===== src/rtl/conv_pkg.sv =====
// Shared types and frame-geometry helpers for the conv2d front-end sequencer.
package conv_pkg;

  typedef enum logic [2:0] {
    IDLE  = 3'd0,
    CLR   = 3'd1,
    FEED  = 3'd2,
    DRAIN = 3'd3,
    DONE  = 3'd4
  } state_t;

  function automatic int n_pix(input int n_image);
    return n_image * n_image;
  endfunction

  function automatic int n_win(input int n_image, input int k_kernel);
    return (n_image - k_kernel + 1) * (n_image - k_kernel + 1);
  endfunction

endpackage


===== src/rtl/conv_frame_ctrl.sv =====
// Frame sequencer: clears the window buffer, streams one raster-order frame from
// the image RAM into it, counts emitted windows and flags a short/long frame.
module conv_frame_ctrl
  import conv_pkg::*;
#(
  parameter int N_IMAGE       = 8,
  parameter int K_KERNEL      = 3,
  parameter int BWD           = 8,
  parameter int DRAIN_TIMEOUT = 8
) (
  input  logic                                          clk,
  input  logic                                          clear,
  input  logic                                          i_start,
  input  logic                                          i_stall,
  output logic                                          o_mem_rd,
  output logic [$clog2(N_IMAGE*N_IMAGE)-1:0]            o_mem_addr,
  input  logic [BWD-1:0]                                i_mem_data,
  output logic                                          o_wb_clear,
  output logic [BWD-1:0]                                o_wb_data,
  output logic                                          o_wb_valid,
  input  logic                                          i_wb_window_valid,
  input  logic                                          i_wb_window_end,
  output logic                                          o_busy,
  output logic                                          o_done,
  output logic                                          o_error,
  output logic [$clog2((N_IMAGE-K_KERNEL+1)**2+1)-1:0]  o_win_cnt
);

  localparam int N_PIX = n_pix(N_IMAGE);
  localparam int N_WIN = n_win(N_IMAGE, K_KERNEL);
  localparam int AW    = $clog2(N_IMAGE*N_IMAGE);
  localparam int CW    = $clog2((N_IMAGE-K_KERNEL+1)**2+1);
  localparam int TW    = $clog2(DRAIN_TIMEOUT+1);

  state_t          state_reg;
  logic [AW-1:0]   addr_reg;
  logic [CW-1:0]   cnt_reg;
  logic [TW-1:0]   tmo_reg;
  logic            end_seen_reg;
  logic            error_reg;
  logic            done_reg;
  logic            rd_d_reg;

  logic            counting;
  logic            end_now;
  logic [CW:0]     final_cnt;
  logic            cnt_bad;

  assign counting   = (state_reg == FEED) || (state_reg == DRAIN);
  assign end_now    = counting && i_wb_window_end;
  // The closing window may arrive together with the end flag, so include it.
  assign final_cnt  = {1'b0, cnt_reg} + (CW+1)'(i_wb_window_valid);
  assign cnt_bad    = final_cnt != (CW+1)'(N_WIN);

  assign o_mem_rd   = (state_reg == FEED) && !i_stall;
  assign o_mem_addr = addr_reg;
  assign o_wb_clear = clear || (state_reg == CLR);
  assign o_wb_data  = i_mem_data;
  assign o_wb_valid = rd_d_reg;
  assign o_busy     = state_reg != IDLE;
  assign o_done     = done_reg;
  assign o_error    = error_reg;
  assign o_win_cnt  = cnt_reg;

  always_ff @(posedge clk) begin
    if (clear) begin
      state_reg    <= IDLE;
      addr_reg     <= '0;
      cnt_reg      <= '0;
      tmo_reg      <= '0;
      end_seen_reg <= 1'b0;
      error_reg    <= 1'b0;
      done_reg     <= 1'b0;
      rd_d_reg     <= 1'b0;
    end else begin
      rd_d_reg <= o_mem_rd;
      done_reg <= 1'b0;

      if (counting && i_wb_window_valid && (cnt_reg != '1)) begin
        cnt_reg <= cnt_reg + 1'b1;
      end
      if (end_now && cnt_bad) begin
        error_reg <= 1'b1;
      end

      case (state_reg)
        IDLE: begin
          if (i_start) begin
            state_reg <= CLR;
          end
        end
        CLR: begin
          addr_reg     <= '0;
          cnt_reg      <= '0;
          tmo_reg      <= '0;
          end_seen_reg <= 1'b0;
          error_reg    <= 1'b0;
          state_reg    <= FEED;
        end
        FEED: begin
          if (end_now) begin
            end_seen_reg <= 1'b1;
          end
          if (o_mem_rd) begin
            // Last address is held rather than wrapped; the state change ends the reads.
            if (addr_reg == AW'(N_PIX-1)) begin
              tmo_reg   <= '0;
              state_reg <= DRAIN;
            end else begin
              addr_reg <= addr_reg + 1'b1;
            end
          end
        end
        DRAIN: begin
          tmo_reg <= tmo_reg + 1'b1;
          if (end_now || end_seen_reg) begin
            done_reg  <= 1'b1;
            state_reg <= DONE;
          end else if (tmo_reg == TW'(DRAIN_TIMEOUT-1)) begin
            error_reg <= 1'b1;
            done_reg  <= 1'b1;
            state_reg <= DONE;
          end
        end
        DONE: begin
          state_reg <= IDLE;
        end
        default: begin
          state_reg <= IDLE;
        end
      endcase
    end
  end

endmodule


===== config.mk =====
export PLATFORM = sky130hd
export DESIGN_NAME = conv_frame_ctrl
export DESIGN_NICKNAME = d
export VERILOG_FILES = /design/src/rtl/conv_pkg.sv /design/src/rtl/conv_frame_ctrl.sv
export SDC_FILE = /design/constraint.sdc
export NUM_CORES = 1
export LEC_CHECK = 0
export ABC_AREA = 1
export CAP_MARGIN = 40
export CORE_UTILIZATION = 35
export DETAILED_ROUTE_END_ITERATION = 8
export GPL_ROUTABILITY_DRIVEN = 0
export PLACE_DENSITY = 0.7
export SLEW_MARGIN = 20
export SYNTH_ARGS = -nofsm -noshare
export SYNTH_HDL_FRONTEND = slang
export SYNTH_SLANG_ARGS = --single-unit

===== constraint.sdc =====
create_clock -name clk -period 1.41 [get_ports clk]
set_input_delay 0.282 -clock clk [delete_from_list [all_inputs] [get_ports clk]]
set_output_delay 0.282 -clock clk [all_outputs]
set_load 0.05 [all_outputs]

==> results_tabular.tex, run 1 <==
\begin{tabular}{lr}
\hline
Metric & Value \\
\hline
\multicolumn{2}{l}{\textbf{Global routing}} \\
Total routing usage reported by global routing & between 10\% and 20\% \\
Maximum number of pins on one net before global-route repair & 13 \\
Initial antenna violation count & 0 \\
Via count of the first global-routing pass & 1265 \\
Grt ovf & 0 \\
Wire length of the first global-routing pass & 5554 µm \\
\multicolumn{2}{l}{\textbf{Yosys}} \\
Synth cell count leaders & sky130\_fd\_sc\_hd\_\_nand2\_1, sky130\_fd\_sc\_hd\_\_inv\_1, sky130\_fd\_sc\_hd\_\_dfxtp\_1 \\
Count leader, synth & sky130\_fd\_sc\_hd\_\_nand2\_1 \\
Synth warn & 0 \\
Leading register cell type out of synthesis & sky130\_fd\_sc\_hd\_\_dfxtp\_1 \\
Number of distinct library cells after synthesis & 25 \\
Post-synth top area cell & sky130\_fd\_sc\_hd\_\_dfxtp\_1 \\
Share of flip-flops with an asynchronous set or reset after synthesis & 0\% \\
Fraction of synthesized cell area taken by the top area cell type & between 30\% and 40\% \\
Number of enable flip-flop cells after synthesis & 0 \\
Post-Synthesis Cell Area & 0.001403 mm² \\
Number of register bits inferred by synthesis & 23 \\
Cells taking the most area after synthesis & sky130\_fd\_sc\_hd\_\_dfxtp\_1, sky130\_fd\_sc\_hd\_\_nand2\_1, sky130\_fd\_sc\_hd\_\_inv\_1, sky130\_fd\_sc\_hd\_\_nand3\_1, sky130\_fd\_sc\_hd\_\_a21oi\_1 \\
Post-synthesis sequential area ratio & 32.83\% \\
Post-Synthesis Cells & 207 \\
Post-Synthesis Net Count & 226 \\
Mean instance size in the synthesized netlist & 6.776 µm² \\
\multicolumn{2}{l}{\textbf{Clocking}} \\
Insertion delay of the later-clocked pin in the worst-skew pair & 270 ps \\
Clk root buf & sky130\_fd\_sc\_hd\_\_clkbuf\_8 \\
Clock transition at the registers of the reported paths & 80 ps \\
CTS tree & yes \\
Buffers from clock root to sink, at most & 2 \\
Maximum level of the CTS H-tree & 1 \\
Inserted Clock Buffers & 3 \\
Number of sinks handled by clock tree synthesis & 23 \\
\multicolumn{2}{l}{\textbf{Flow run}} \\
Count of maximum capacitance violations & 0 \\
\multicolumn{2}{l}{\textbf{Finish}} \\
Area of all placed cells without fillers & 0.002153 mm² \\
Multi-input gate area in the final layout & a little over 800 µm² \\
Register Area & about 490 µm² \\
Final design utilization & 57.52\% \\
Net count reported at finish & 272 \\
Fillers & 351 \\
Share of layout cells above drive strength 1 & a little over a third \\
Area added between synthesis and finish & 53.52\% \\
Number of antenna cells inserted & 0 \\
\multicolumn{2}{l}{\textbf{Worst setup path}} \\
Crit path arrival time & roughly 1100 ps \\
Largest fanout on the critical path & 2 \\
Number of logic stages on the critical path including buffering & 4 \\
Category of the worst setup path capture point & output port \\
Register-to-Register Setup Slack & 70 ps \\
Required time reported for the critical path endpoint & approximately 1100 ps \\
Critical-path cell with the highest stage delay & sky130\_fd\_sc\_hd\_\_clkdlybuf4s50\_1 \\
Depth of the most critical reg-to-reg path & 7 \\
Buffering stage count on the worst path with inverters included & 3 \\
Delay-heaviest family, CP & buffers and inverters \\
CP Launch Type & input port \\
Reg2reg end & o\_win\_cnt[0] \\
Termination of the worst setup path & o\_mem\_rd \\
Critical Path, Cell by Cell & clkdlybuf4s50\_1 -> buf\_4 -> nor2\_4 -> buf\_12 \\
CP Class & input port to output port \\
Timing startpoint of the critical path & i\_stall \\
Origin of the critical flop-to-flop path & state\_reg[2] \\
Worst stage delay on the critical path & 410 ps \\
\multicolumn{2}{l}{\textbf{Run status}} \\
Run status & completed \\
\multicolumn{2}{l}{\textbf{Timing}} \\
Number of slew-limit violations in the final report & 0 \\
Slew margin rel. & 80.41\% \\
Minimum clock period after layout & 1402 ps \\
Worst setup skew after layout & 6.351 ps \\
Max Freq & 713.2 MHz \\
Number of setup violations in the final report & 0 \\
Final clock period utilization by the worst path & 99.44\% \\
Number of hold violations in the final report & 0 \\
Measured slew at the worst slew-check pin & just under 300 ps \\
Unrepaired setup endpoints after global routing & yes \\
\multicolumn{2}{l}{\textbf{Detailed routing}} \\
Aggregate routed wire length & 3418 µm \\
DRC Markers & 0 \\
Routed length per placed instance & around 11 µm \\
Drt initial violations & 55 \\
Number of vias per cell & roughly 4.7 \\
Number of nets with antenna violations after detailed routing & 0 \\
Total number of vias & 1409 \\
Length of the first detailed-routing pass in iterations & 4 \\
\multicolumn{2}{l}{\textbf{Power}} \\
Cell area power density & 1384 mW/mm² \\
Leak Pwr & between 0.9 and 1 nW \\
Worst supply voltage drop on vdd & 1208 µV \\
\multicolumn{2}{l}{\textbf{Floorplanning}} \\
Ports & 40 \\
Total core area & 0.003744 mm² \\
DIE AREA & $\sim$0.0043 mm² \\
Number of core rows & 22 \\
Vert. Die Dim & roughly 65 µm \\
Starting Density & 37.47\% \\
Horizontal die dimension & between 60 and 70 µm \\
\multicolumn{2}{l}{\textbf{Place}} \\
Count of buffers from port buffering & 23 \\
Total cell area at the placement stage & 0.001944 mm² \\
Placed wire-length estimate after detailed placement & 2490 µm \\
\multicolumn{2}{l}{\textbf{Worst hold path}} \\
Worst hold path type & flop to flop \\
\hline
\end{tabular}
==> per-stage QoR <==
step,power [mW],worst slack (ps),setup TNS [ps],instances,hold WS (ps)
floorplan,1.786,31.84,0,207,361.3
global placement,2.240,-182.3,-291.3,283,465.5
detailed placement,2.259,-210.2,-433.2,283,480.6
CTS,2.792,-16.69,-17.81,291,491.8
global route,3.170,-41.23,-269.8,300,531.8
finish,2.980,7.955,0,300,495.3
==> worst register-to-register path, stage by stage (launching register included) <==
cell,delay (ps)
sky130_fd_sc_hd__dfxtp_4,370
sky130_fd_sc_hd__nor2_4,150
sky130_fd_sc_hd__nand2_4,70
sky130_fd_sc_hd__buf_4,180
sky130_fd_sc_hd__nand2_4,90
sky130_fd_sc_hd__nand3_2,120
sky130_fd_sc_hd__o21ai_0,200
sky130_fd_sc_hd__a21oi_1,60
==> repair_timing <==
item / in CTS / in global routing
pin swaps: 3 / 7
cloned: 0 / 1
hold buffers: 0 / 0
endpoints found under the setup margin: 2 / 23
resized for setup: 7 / 18
buffers inserted: 4 / 8
==> layer usage <==
layer	GRT usage (%)	vias up	part of all wire, %
li1	-	739	-
met1	21.00	627	44
met3	3.125	7	4.8
met2	28.61	36	50
met4	6.793	0	1.3
met5	0	-	0
==> worst min-delay path by stage <==
stage	startpoint	to	depth (start not counted)
2_1_floorplan	i_stall	o_wb_valid	1
3_3_place_gp	tmo_reg[3]	tmo_reg[3]	2
3_5_place_dp	tmo_reg[3]	tmo_reg[3]	2
4_1_cts	tmo_reg[3]	tmo_reg[3]	2
5_1_grt	tmo_reg[3]	tmo_reg[3]	2
6_report	tmo_reg[3]	tmo_reg[3]	2
==> power by group <==
group / leakage [nW] / internal, mW / switching (mW)
sequential: 0.194 / 0.741 / 0.0934
clock: 0.0228 / 0.202 / 0.212
combinational: 0.758 / 0.755 / 0.977
==> layout make-up <==
type,instances,area share (%)
Timing Repair Buffer,49,28.41
Sequential cell,23,22.84
Multi-Input combinational cell,142,37.71
Tap cell,48,2.789
Clock buffer,4,2.092
Inverter,34,6.159
==> layout by cell type, fill, tap and decap left out, types with 6 or more instances in the layout <==
| cell | instances |
|---|---|
| sky130_fd_sc_hd__a21oi_1 | 13 |
| sky130_fd_sc_hd__nand3_1 | 15 |
| sky130_fd_sc_hd__nor2_1 | 14 |
| sky130_fd_sc_hd__dfxtp_1 | 10 |
| sky130_fd_sc_hd__inv_1 | 30 |
| sky130_fd_sc_hd__buf_4 | 25 |
| sky130_fd_sc_hd__nand2_1 | 49 |
| sky130_fd_sc_hd__buf_12 | 18 |
| sky130_fd_sc_hd__dfxtp_4 | 6 |
| sky130_fd_sc_hd__dfxtp_2 | 7 |
==> cell families (layout without fill, tap and decap cells) <==
logic type / count (synthesis) / in the layout / share of synthesized area, %
simple gates: 107 / 108 / 36.75
xor+xnor: 4 / 4 / 2.498
flops: 23 / 23 / 32.83
fa+ha+maj: 5 / 5 / 4.460
compound gates: 25 / 25 / 9.813
buf+inv: 43 / 87 / 13.65
No activity file was read; power rests on OpenSTA's default activity.
==> inputs of run 2 (changes only) <==
- ABC_AREA: 1 -> 0
- CORE_UTILIZATION: 35 -> 46
- PLACE_DENSITY: 0.7 -> 0.86
==> run 2 against run 1 <==
Via count increased by 1.2%. Critical path depth decreased by 1. Clock power decreased by 23%. Critical path type is now flop to output port. Synthesized cell count decreased by 24%. The run now ends with negative setup slack left. Count of clock-buffer cells in the layout unchanged. Synthesized area decreased by 3.0%. Flip-flop and latch count unchanged. Clock skew about the same.
==> results_tabular.tex, run 2 <==
\begin{tabular}{lr}
\hline
Metric & Value \\
\hline
\multicolumn{2}{l}{\textbf{Global routing}} \\
Maximum number of pins on one net before global-route repair & 13 (unchanged) \\
Initial antenna violation count & 0 (unchanged) \\
Via count of the first global-routing pass & 1425 (+13\%) \\
Total routing usage reported by global routing & 25.25\% (+8.3 points) \\
Grt ovf & 0 (unchanged) \\
Wire length of the first global-routing pass & 6368 µm (+15\%) \\
\multicolumn{2}{l}{\textbf{Finish}} \\
Number of antenna cells inserted & 0 (unchanged) \\
Highest-count cells in the layout ignoring fill and taps & sky130\_fd\_sc\_hd\_\_buf\_4, sky130\_fd\_sc\_hd\_\_buf\_12, sky130\_fd\_sc\_hd\_\_nor2\_1 \\
Share of layout cells above drive strength 1 & 48.54\% (+13 points) \\
Net count reported at finish & 226 (-17\%) \\
Fillers & 175 (-50\%) \\
Area added between synthesis and finish & 62.74\% \\
Leading cell type in the layout, fill and taps excluded & sky130\_fd\_sc\_hd\_\_buf\_4 \\
Final design utilization & 79.58\% (+22 points) \\
\multicolumn{2}{l}{\textbf{Place}} \\
Count of buffers from port buffering & 23 (unchanged) \\
Worst setup timing slack at the placement stage & -407.1 ps (-196.9 ps) \\
Placed wire-length estimate after detailed placement & 2491 µm (about the same) \\
\multicolumn{2}{l}{\textbf{Timing}} \\
Setup ws final & -194.9 ps (-202.8 ps) \\
Unrepaired setup endpoints after global routing & yes \\
Measured slew at the worst slew-check pin & 294.6 ps (+1.231 ps) \\
Number of slew-limit violations in the final report & 0 (unchanged) \\
Number of setup violations in the final report & 11 (+11) \\
Worst hold slack across all endpoints & 514.5 ps (+19.19 ps) \\
Number of hold violations in the final report & 0 (unchanged) \\
Final clock period utilization by the worst path & 113.8\% (+14 points) \\
Minimum clock period after layout & 1605 ps (+202.8 ps) \\
Worst setup skew after layout & 6.352 ps (+0.0003300 ps) \\
Slew margin rel. & 80.14\% (-0.27 points) \\
Max Freq & 623.1 MHz (-13\%) \\
\multicolumn{2}{l}{\textbf{Power}} \\
Design Power & 1.396 mW (-53\%) \\
Leak Pwr & 0.8381 nW (-14\%) \\
Cell area power density & 630.9 mW/mm² (-54\%) \\
Worst supply voltage drop on vdd & 663.6 µV (-45\%) \\
\multicolumn{2}{l}{\textbf{Clocking}} \\
Buffers from clock root to sink, at most & 2 (unchanged) \\
Quantity of hold-fixing buffers added after cts & 0 (unchanged) \\
Insertion delay of the later-clocked pin in the worst-skew pair & 320 ps (+50 ps) \\
Number of sinks handled by clock tree synthesis & 23 (unchanged) \\
Inserted Clock Buffers & 3 (unchanged) \\
Maximum level of the CTS H-tree & 1 (unchanged) \\
CTS tree & yes \\
Clock transition at the registers of the reported paths & 130 ps (+50 ps) \\
Clk root buf & sky130\_fd\_sc\_hd\_\_clkbuf\_4 \\
\multicolumn{2}{l}{\textbf{Floorplanning}} \\
DIE AREA & 0.003178 mm² (-25\%) \\
Total core area & 0.002781 mm² (-26\%) \\
Vert. Die Dim & 56.38 µm (-14\%) \\
Number of core rows & 19 (-14\%) \\
Horizontal die dimension & 56.38 µm (-14\%) \\
Starting Density & 48.90\% (+11 points) \\
Ports & 40 (unchanged) \\
\multicolumn{2}{l}{\textbf{Yosys}} \\
Synth cell count leaders & sky130\_fd\_sc\_hd\_\_dfxtp\_1, sky130\_fd\_sc\_hd\_\_nor2\_1, sky130\_fd\_sc\_hd\_\_nand2\_1 \\
Fraction of synthesized cell area taken by the top area cell type & 33.85\% (+1.0 points) \\
Post-Synthesis Cells & 157 (-24\%) \\
Post-Synthesis Cell Area & 0.001360 mm² (-3.0\%) \\
Leading register cell type out of synthesis & sky130\_fd\_sc\_hd\_\_dfxtp\_1 \\
Cells taking the most area after synthesis & sky130\_fd\_sc\_hd\_\_dfxtp\_1, sky130\_fd\_sc\_hd\_\_buf\_4, sky130\_fd\_sc\_hd\_\_ha\_1, sky130\_fd\_sc\_hd\_\_nor2\_1, sky130\_fd\_sc\_hd\_\_nand2\_1 \\
Post-synthesis sequential area ratio & 33.85\% (+1.0 points) \\
Mean instance size in the synthesized netlist & 8.663 µm² (+28\%) \\
Post-Synthesis Net Count & 176 (-22\%) \\
Synth warn & 0 (unchanged) \\
Share of flip-flops with an asynchronous set or reset after synthesis & 0\% (unchanged) \\
Post-synth top area cell & sky130\_fd\_sc\_hd\_\_dfxtp\_1 \\
Number of distinct library cells after synthesis & 48 (+92\%) \\
Count leader, synth & sky130\_fd\_sc\_hd\_\_dfxtp\_1 \\
Number of register bits inferred by synthesis & 23 (unchanged) \\
Number of enable flip-flop cells after synthesis & 0 (unchanged) \\
\multicolumn{2}{l}{\textbf{Worst setup path}} \\
Category of the worst setup path capture point & output port \\
CP Class & flop to output port \\
Critical Path, Cell by Cell & buf\_6 -> or3\_4 -> buf\_12 \\
Required time reported for the critical path endpoint & 1130 ps (about the same) \\
Critical-path cell with the highest stage delay & sky130\_fd\_sc\_hd\_\_dfxtp\_4 \\
Largest fanout on the critical path & 5 (+3) \\
Worst stage delay on the critical path & 380 ps (-30 ps) \\
Register-to-Register Setup Slack & -60 ps (-130 ps) \\
CP Launch Type & flop \\
Crit path arrival time & 1320 ps (+200 ps) \\
\multicolumn{2}{l}{\textbf{Detailed routing}} \\
Number of vias per cell & 6.017 (+28\%) \\
Aggregate routed wire length & 4165 µm (+22\%) \\
Length of the first detailed-routing pass in iterations & 4 (unchanged) \\
Total number of vias & 1426 (+1.2\%) \\
DRC Markers & 0 (unchanged) \\
Drt initial violations & 44 (-20\%) \\
Number of nets with antenna violations after detailed routing & 0 (unchanged) \\
Routed length per placed instance & 17.57 µm (+54\%) \\
\multicolumn{2}{l}{\textbf{Run status}} \\
Failing checks & negative setup slack \\
Run status & finished with violations \\
\multicolumn{2}{l}{\textbf{Worst hold path}} \\
Worst hold path type & flop to flop \\
\multicolumn{2}{l}{\textbf{Flow run}} \\
Count of maximum capacitance violations & 0 (unchanged) \\
\hline
\end{tabular}
## run 2: cell types whose count changed in the layout (fill, tap and decap cells not counted), moves of 6 or more
cell	change
sky130_fd_sc_hd__nand3_1	-10
sky130_fd_sc_hd__a21oi_1	-6
sky130_fd_sc_hd__nand2_1	-37
sky130_fd_sc_hd__inv_1	-24
## run 2: final timing paths
check	endpoint	start	cells after the start
worst min register to register	tmo_reg[0]	tmo_reg[0]	1
worst max register to register	o_mem_addr[4]	o_mem_addr[1]	5
worst min-delay path	tmo_reg[0]	tmo_reg[0]	1
worst max-delay path	o_busy	state_reg[1]	3
## run 2: cells by family after synthesis
kind of cell	share of synthesized area, %
adder cells (fa/ha/maj)	4.600
multiplexers	3.036
buffers and inverters	8.556
AND/OR/NAND/NOR	26.86
flip-flops	33.85
AO/OA/AOI/OAI	21.16
XOR/XNOR	1.932
## run 2: layout make-up
type | instances | area, µm² | area share (%)
timing repair buffer | 57 | 686.9 | 31.03
tap | 31 | 38.79 | 1.752
sequential | 23 | 501.7 | 22.67
inverter | 8 | 32.53 | 1.470
multi-input combinational | 114 | 927.1 | 41.89
clock buffer | 4 | 26.28 | 1.187
## run 2: metal layers
| layer | vias to the layer above | global-route usage, % | share of wire [%] |
|---|---|---|---|
| li1 | 659 | - | - |
| met1 | 679 | 29.23 | 38 |
| met2 | 66 | 43.71 | 52 |
| met3 | 22 | 4.147 | 6.0 |
| met4 | 0 | 14.63 | 4.0 |
| met5 | - | 0 | 0 |
## run 2: timing repair
item,4_1_cts,5_1_grt
endpoints found under the setup margin,16,22
cloned,0,0
gates resized for setup,23,14
pin swaps,6,7
setup buffers,8,3
## run 2: per-stage QoR
step | instances | setup TNS (ps) | instance area (µm²)
2_1_floorplan | 157 | -96.52 | 1424
3_3_place_gp | 222 | -4302 | 1959
3_5_place_dp | 222 | -5069 | 1959
4_1_cts | 234 | -601.0 | 2130
5_1_grt | 237 | -1375 | 2213
6_report | 237 | -656.5 | 2213
## run 2: critical path: cells and delay by family (launching register included)
family                 cells  cell delay, ps
DFF                        1             380
buffers and inverters      2             270
and+or+nand+nor            1             340
## run 2: power breakdown
part | switching [mW] | leakage, nW | internal (mW)
Clock | 0.207 | 0.0150 | 0.111
Sequential | 0.0193 | 0.196 | 0.653
Combinational | 0.211 | 0.627 | 0.195
Total | 0.437 | 0.838 | 0.959
